$ cat config.mk
export PLATFORM = sky130hd
export DESIGN_NAME = tmds_decoder
export DESIGN_NICKNAME = d
export VERILOG_FILES = /design/src/rtl/tmds_pkg.sv /design/src/rtl/tmds_symbol_decode.sv /design/src/rtl/tmds_decoder.sv
export SDC_FILE = /design/constraint.sdc
export NUM_CORES = 1
export LEC_CHECK = 0
export BUFFER_PORTS_ARGS = -buffer_cell sky130_fd_sc_hd__buf_4
export CAP_MARGIN = 20
export CORE_MARGIN = 10
export CORE_UTILIZATION = 44
export DETAILED_ROUTE_END_ITERATION = 16
export MAX_ROUTING_LAYER = met4
export SETUP_SLACK_MARGIN = 0.4
export SYNTH_ARGS = -nofsm -noshare
export SYNTH_HDL_FRONTEND = slang
export SYNTH_HIERARCHICAL = 1
export SYNTH_SLANG_ARGS = --single-unit
$ cat constraint.sdc
create_clock -name clk_in -period 7.5 [get_ports clk_in]
set_input_delay 0.375 -clock clk_in [delete_from_list [all_inputs] [get_ports clk_in]]
set_output_delay 0.375 -clock clk_in [all_outputs]
set_load 0.01 [all_outputs]
$ cat src/rtl/tmds_pkg.sv
// -----------------------------------------------------------------------------
// tmds_pkg
// Constants and types shared by the TMDS encoder/decoder pair.
//   - TOKEN_Cxx    : the four 10-bit control tokens, indexed by {c1,c0}
//   - align_state_t: word-aligner state (HUNT / LOCKED)
//   - next_offset(): slip-offset increment that wraps 9 -> 0
// -----------------------------------------------------------------------------
package tmds_pkg;

  localparam logic [9:0] TOKEN_C00 = 10'b1101010100;
  localparam logic [9:0] TOKEN_C01 = 10'b0010101011;
  localparam logic [9:0] TOKEN_C10 = 10'b0101010100;
  localparam logic [9:0] TOKEN_C11 = 10'b1010101011;

  typedef enum logic {
    ST_HUNT   = 1'b0,
    ST_LOCKED = 1'b1
  } align_state_t;

  // A 10-bit word has ten possible bit alignments, so the offset wraps at 9.
  function automatic logic [3:0] next_offset(input logic [3:0] offset);
    return (offset == 4'd9) ? 4'd0 : offset + 4'd1;
  endfunction

endpackage

$ cat src/rtl/tmds_symbol_decode.sv
// -----------------------------------------------------------------------------
// tmds_symbol_decode
// Purely combinational decode of one aligned 10-bit TMDS symbol.
// Ports:
//   q        in  [9:0] aligned symbol, bit 0 first on the wire
//   data     out [7:0] decoded pixel byte (meaningful when is_token = 0)
//   control  out [1:0] {c1,c0} of a control token (meaningful when is_token = 1)
//   is_token out       q is one of the four control tokens
// -----------------------------------------------------------------------------
module tmds_symbol_decode
  import tmds_pkg::*;
(
  input  logic [9:0] q,
  output logic [7:0] data,
  output logic [1:0] control,
  output logic       is_token
);

  // q[9] flags that the transmitter inverted the payload for DC balance.
  logic [7:0] d;
  assign d = q[9] ? ~q[7:0] : q[7:0];

  // q[8] selects whether the transmitter chained bits with XOR (1) or XNOR (0).
  assign data[0] = d[0];
  genvar gi;
  generate
    for (gi = 1; gi < 8; gi++) begin : g_unchain
      assign data[gi] = q[8] ? (d[gi] ^ d[gi-1]) : ~(d[gi] ^ d[gi-1]);
    end
  endgenerate

  always_comb begin
    control  = 2'b00;
    is_token = 1'b1;
    case (q)
      TOKEN_C00: control = 2'b00;
      TOKEN_C01: control = 2'b01;
      TOKEN_C10: control = 2'b10;
      TOKEN_C11: control = 2'b11;
      default:   is_token = 1'b0;
    endcase
  end

endmodule

$ cat src/rtl/tmds_decoder.sv
// -----------------------------------------------------------------------------
// tmds_decoder
// Word aligner plus TMDS symbol decoder for one channel. Finds the 10-bit
// symbol boundary by hunting for control tokens, slipping one bit whenever
// too many non-token words are seen, and decodes pixel/control symbols once
// locked.
// Ports:
//   clk_in        pixel clock (only clock)
//   rst_in        synchronous active-low reset
//   raw_in        unaligned 10-bit word from the deserializer, bit 0 first
//   raw_valid_in  raw_in valid this cycle
//   data_out      decoded pixel byte (held across control tokens)
//   control_out   decoded {c1,c0} (held across data words)
//   ve_out        1 = video data, 0 = control token
//   valid_out     outputs valid; only for words decoded while LOCKED
//   locked_out    aligner is LOCKED
//   offset_out    current bit-slip offset, 0..9
//   err_count_out number of LOCKED->HUNT drops, saturating
// Build option: define TMDS_DECODER_ERR_CNT_EN to build the drop counter;
// otherwise err_count_out is tied to zero.
// Latency: 2 cycles from raw_valid_in to valid_out. Stage 1 registers the
// decoded window and the aligner state update, stage 2 the output fields.
// -----------------------------------------------------------------------------
module tmds_decoder
  import tmds_pkg::*;
#(
  parameter int LOCK_TOKENS = 8,
  parameter int MISS_LIMIT  = 16,
  parameter int LOSS_LIMIT  = 2048
) (
  input  logic        clk_in,
  input  logic        rst_in,
  input  logic [9:0]  raw_in,
  input  logic        raw_valid_in,
  output logic [7:0]  data_out,
  output logic [1:0]  control_out,
  output logic        ve_out,
  output logic        valid_out,
  output logic        locked_out,
  output logic [3:0]  offset_out,
  output logic [15:0] err_count_out
);

  localparam int MATCH_W = $clog2(LOCK_TOKENS + 1);
  localparam int MISS_W  = $clog2(MISS_LIMIT + 1);
  localparam int GAP_W   = $clog2(LOSS_LIMIT + 1);

  // Counter values on which the current word completes the respective limit.
  localparam logic [MATCH_W-1:0] MATCH_LAST = MATCH_W'(LOCK_TOKENS - 1);
  localparam logic [MISS_W-1:0]  MISS_LAST  = MISS_W'(MISS_LIMIT - 1);
  localparam logic [GAP_W-1:0]   GAP_LAST   = GAP_W'(LOSS_LIMIT - 1);

  align_state_t       state_reg;
  logic [9:0]         prev_word_reg;
  logic [3:0]         offset_reg;
  logic [MATCH_W-1:0] match_cnt_reg;
  logic [MISS_W-1:0]  miss_cnt_reg;
  logic [GAP_W-1:0]   gap_cnt_reg;

  logic               s1_valid_reg;
  logic               s1_emit_reg;
  logic               s1_token_reg;
  logic [7:0]         s1_data_reg;
  logic [1:0]         s1_control_reg;

  logic [7:0]         data_reg;
  logic [1:0]         control_reg;
  logic               ve_reg;
  logic               valid_reg;

  // The symbol may straddle the previous and current raw words.
  logic [19:0] pair;
  logic [9:0]  window;
  assign pair   = {raw_in, prev_word_reg};
  assign window = 10'(pair >> offset_reg);

  logic [7:0] sym_data;
  logic [1:0] sym_control;
  logic       sym_is_token;

  tmds_symbol_decode u_symbol_decode (
    .q        (window),
    .data     (sym_data),
    .control  (sym_control),
    .is_token (sym_is_token)
  );

  logic lock_event;
  logic slip_event;
  logic loss_event;
  assign lock_event = (state_reg == ST_HUNT)   &&  sym_is_token && (match_cnt_reg == MATCH_LAST);
  assign slip_event = (state_reg == ST_HUNT)   && !sym_is_token && (miss_cnt_reg  == MISS_LAST);
  assign loss_event = (state_reg == ST_LOCKED) && !sym_is_token && (gap_cnt_reg   == GAP_LAST);

  // Aligner FSM and stage-1 register; everything holds on invalid cycles
  // except the stage valid flag.
  always_ff @(posedge clk_in) begin
    if (!rst_in) begin
      state_reg      <= ST_HUNT;
      prev_word_reg  <= '0;
      offset_reg     <= '0;
      match_cnt_reg  <= '0;
      miss_cnt_reg   <= '0;
      gap_cnt_reg    <= '0;
      s1_valid_reg   <= 1'b0;
      s1_emit_reg    <= 1'b0;
      s1_token_reg   <= 1'b0;
      s1_data_reg    <= '0;
      s1_control_reg <= '0;
    end else begin
      s1_valid_reg <= raw_valid_in;
      if (raw_valid_in) begin
        prev_word_reg  <= raw_in;
        // The token that completes the lock count is itself emitted.
        s1_emit_reg    <= (state_reg == ST_LOCKED) || lock_event;
        s1_token_reg   <= sym_is_token;
        s1_data_reg    <= sym_data;
        s1_control_reg <= sym_control;
        case (state_reg)
          ST_HUNT: begin
            if (sym_is_token) begin
              miss_cnt_reg <= '0;
              if (lock_event) begin
                state_reg     <= ST_LOCKED;
                match_cnt_reg <= '0;
                gap_cnt_reg   <= '0;
              end else begin
                match_cnt_reg <= match_cnt_reg + MATCH_W'(1);
              end
            end else begin
              match_cnt_reg <= '0;
              if (slip_event) begin
                offset_reg   <= next_offset(offset_reg);
                miss_cnt_reg <= '0;
              end else begin
                miss_cnt_reg <= miss_cnt_reg + MISS_W'(1);
              end
            end
          end
          ST_LOCKED: begin
            if (sym_is_token) begin
              gap_cnt_reg <= '0;
            end else if (loss_event) begin
              // Offset is kept: the link most likely glitched rather than moved.
              state_reg     <= ST_HUNT;
              match_cnt_reg <= '0;
              miss_cnt_reg  <= '0;
              gap_cnt_reg   <= '0;
            end else begin
              gap_cnt_reg <= gap_cnt_reg + GAP_W'(1);
            end
          end
          default: state_reg <= ST_HUNT;
        endcase
      end
    end
  end

  // Output stage: data and control each hold while the other kind arrives.
  always_ff @(posedge clk_in) begin
    if (!rst_in) begin
      data_reg    <= '0;
      control_reg <= '0;
      ve_reg      <= 1'b0;
      valid_reg   <= 1'b0;
    end else begin
      valid_reg <= s1_valid_reg && s1_emit_reg;
      if (s1_valid_reg) begin
        if (s1_token_reg) begin
          control_reg <= s1_control_reg;
          ve_reg      <= 1'b0;
        end else begin
          data_reg <= s1_data_reg;
          ve_reg   <= 1'b1;
        end
      end
    end
  end

  assign data_out    = data_reg;
  assign control_out = control_reg;
  assign ve_out      = ve_reg;
  assign valid_out   = valid_reg;
  assign locked_out  = (state_reg == ST_LOCKED);
  assign offset_out  = offset_reg;

`ifdef TMDS_DECODER_ERR_CNT_EN
  logic [15:0] err_count_reg;

  always_ff @(posedge clk_in) begin
    if (!rst_in) begin
      err_count_reg <= '0;
    end else if (raw_valid_in && loss_event && (err_count_reg != 16'hFFFF)) begin
      err_count_reg <= err_count_reg + 16'd1;
    end
  end

  assign err_count_out = err_count_reg;
`else
  assign err_count_out = 16'd0;
`endif

endmodule

==> results.toml <==
[floorplanning]
num_rows = 33
die-area_um2 = 12240
die_w_um = 110.6
start_util_pct = 44.67
io_pins = 46
die_h_um = 110.6
core_area_um2 = 8093

[timing]
setup_violations = 0
skew_ps = 11.06
rsz0062_at_grt = "no"
worst_pin_slew_ps = 868.5
clock.fmax_mhz = 271.8
tns_ps = 0
layout_min_cycle_time_ps = 3679
timing.final.ws_setup_ps = 3821
slew_violations = 0
relSlewSlack_pct = 41.98
final-hold-violation-count = 0
post-route-period-util_pct = 49.05

[worst_hold_path]
min_to = "prev_word_reg[9]"
min_path_cells = 3
worstHoldStart = "raw_in[9]"
min_path_type = "in2reg"

[cells_and_area]
final_cells = 519
fin_util_pct = 50.53
largest_register_ff_count = 12
fillCellCount = 786
antenna_cells = 0
area_delta_synth_final_pct = 13.12
drive_gt1_share_pct = 17.15
fin_nets = 425

[worst_setup_path]
critPathCaptureType = "flip-flop"
crit_path_top_delay_cell = "mux4_2"
rrSetupSlack_ps = 3820
max_stage_delay_ps = 570
worstRegToRegCells = 11
cp.depth = 11
criticalPathCategory = "reg2reg"
rr_startpoint = "offset_out[0]"
crit_required_ps = 7730
cp_cell_sequence = "buf_4 > mux4_2 > mux2i_1 > o22ai_1 > nand4bb_1 > nor4_2 > a21o_2 > nand2_1 > o21a_1 > and2_1 > o31a_1"
arrival_ps = 3910
worst-path-buf-inv = 1
cp_top_family = "compound AO/OA/AOI/OAI gates"
timing.critical_path.fanout_max = 30
start_kind = "flip-flop"
r2r_end = "gap_cnt_reg[3]"

[logic_synthesis]
yosysWarnings = 6
syn_area_um2 = 3615
yosysSeqAreaShare_pct = 33.78
netlist_instances = 392
syn-mean-instance-area_um2 = 9.221
yosysMostFrequentCell = "dfxtp_1"
yosysUniqueCellTypes = 58
synthTopCellsByCount = "61 x dfxtp_1, 44 x mux2i_1, 43 x nor2_1"
ys.flop_type = "dfxtp_1"
synth-edff-count = 0
synth-seq-cells = 61
yosys.area.top_type = "dfxtp_1"
yosys-top-cells-area = "dfxtp_1 34%, mux2i_1 12%, mux4_2 9.3%, nor2_1 4.5%, buf_4 3.5%"
async_flop_share_pct = 0
yosys.area.top_type_share_pct = 33.78

[clock_network]
hold_buffers = 0
cts-resized-gates = 0
cts.sinks = 61
cts_buffer_depth = 2
cts_inserted_buffers = 9
cts_tree = "yes"
htreeDepth = 3
clock_latency_ps = 340
cts_setup_buffers = 0
clk_pin_slew_ps = 70
root_buffer = "clkbuf_8"

[detailed_routing]
drtPass1Iterations = 4
vias_per_cell = 5.541
routedWlPerCell_um = 15.25
drtIter0Drc = 220
drcViolationCount = 0
vias = 2876
ant_nets = 0
drt-total-wl_mm = 7.916

[placement]
hpwl_mm = 5.584
place.gp.congestion = 0.8912
dp_slack_ps = 3520
dp.cells = 502
port_buffers = 29

[outcome]
status = "completed"

[power_and_ir_drop]
p_sw_share_pct = 22.84
p_comb_share_pct = 9.5
p_total_w = 0.0008074
powerDensity_nw_per_um2 = 197.5
p_int_w = 0.0006230
leakage_nw = 1.568
irDropWorstVdd_mv = 0.07940
pwr-share-clk_pct = 48.1
p_seq_share_pct = 42.4
p_sw_w = 0.0001845

[global_routing]
grt.total_usage_pct = 13.61
grt_overflow = 0
grt_pass1_wl_mm = 14.06
grt_pass1_vias = 2824
grt_max_degree = 38
antenna_found_initial = 0

[run]
maxCapViolations = 0
-- metrics by stage --
step                      hold slack (ps)  instance area [um2]
after global placement              449.2                 3800
after floorplan                     440.5                 3671
final                               296.3                 4089
after detailed placement            454.0                 3800
after global routing                318.1                 4089
after CTS                           288.8                 4061
-- cells in the final DEF, fill, tap and decap left out, types with 5 or more instances in the layout --
cell and n:
conb_1 16, nand3_1 15, mux2i_1 44, nor2b_1 5, a31oi_1 6, nand2_1 25
a21oi_1 20, buf_4 31, xnor2_1 8, mux4_2 15, nand4_1 5, nor3_1 6
or3_1 5, nor2_1 43, and3_1 7, o21ai_0 6, xor2_1 6, o21ai_1 6
dfxtp_1 61, clkbuf_8 9
-- power groups by stage --
stage	Sequential [W]	Clock [W]	Combinational (W)
after CTS	0.000342	0.000397	0.0000773
after global placement	0.000349	0	0.0000756
after global routing	0.000344	0.000413	0.0000860
final	0.000342	0.000388	0.0000771
after floorplan	0.000348	0	0.0000622
after detailed placement	0.000350	0	0.0000770
-- final cells by class --
class | count | area [um2] | share of cell area, %
Clock buffer | 9 | 123.9 | 3.029
Clock inverter | 7 | 137.6 | 3.366
Inverter | 5 | 18.77 | 0.4590
Tap cell | 105 | 131.4 | 3.213
Sequential cell | 61 | 1221 | 29.87
Multi-Input combinational cell | 300 | 2196 | 53.70
Timing Repair Buffer | 32 | 260.3 | 6.365
-- routing by layer --
metal	track usage [%]	up-vias	wire (um)
li1	-	1431	-
met3	2.760	10	370
met4	5.903	0	114
met1	18.24	1372	3905
met5	-	-	0
met2	19.34	63	3526
-- logic make-up after synthesis --
group,after synthesis,share of synthesized area [%]
other,1,0.1037
buffers and inverters,46,7.027
AND/OR/NAND/NOR,141,20.56
multiplexers,61,22.15
adder cells (fa/ha/maj),3,1.039
flip-flops,61,33.78
XOR/XNOR,14,3.392
AO/OA/AOI/OAI,65,11.94
-- worst min-delay path, stage by stage --
cell and delay (ps):
buf_4 100, mux2i_1 60, nor2_1 70
-- worst max-delay path by stage --
stage	startpoint	end	slack, ps
finish	offset_out[0]	gap_cnt_reg[3]	3820
global route	offset_out[0]	gap_cnt_reg[3]	3520
floorplan	offset_out[1]	gap_cnt_reg[10]	4110
CTS	offset_out[1]	gap_cnt_reg[11]	3460
global placement	offset_out[1]	gap_cnt_reg[11]	3600
detailed placement	offset_out[1]	gap_cnt_reg[11]	3520
Note: power is estimated with default switching activity, not from simulation.
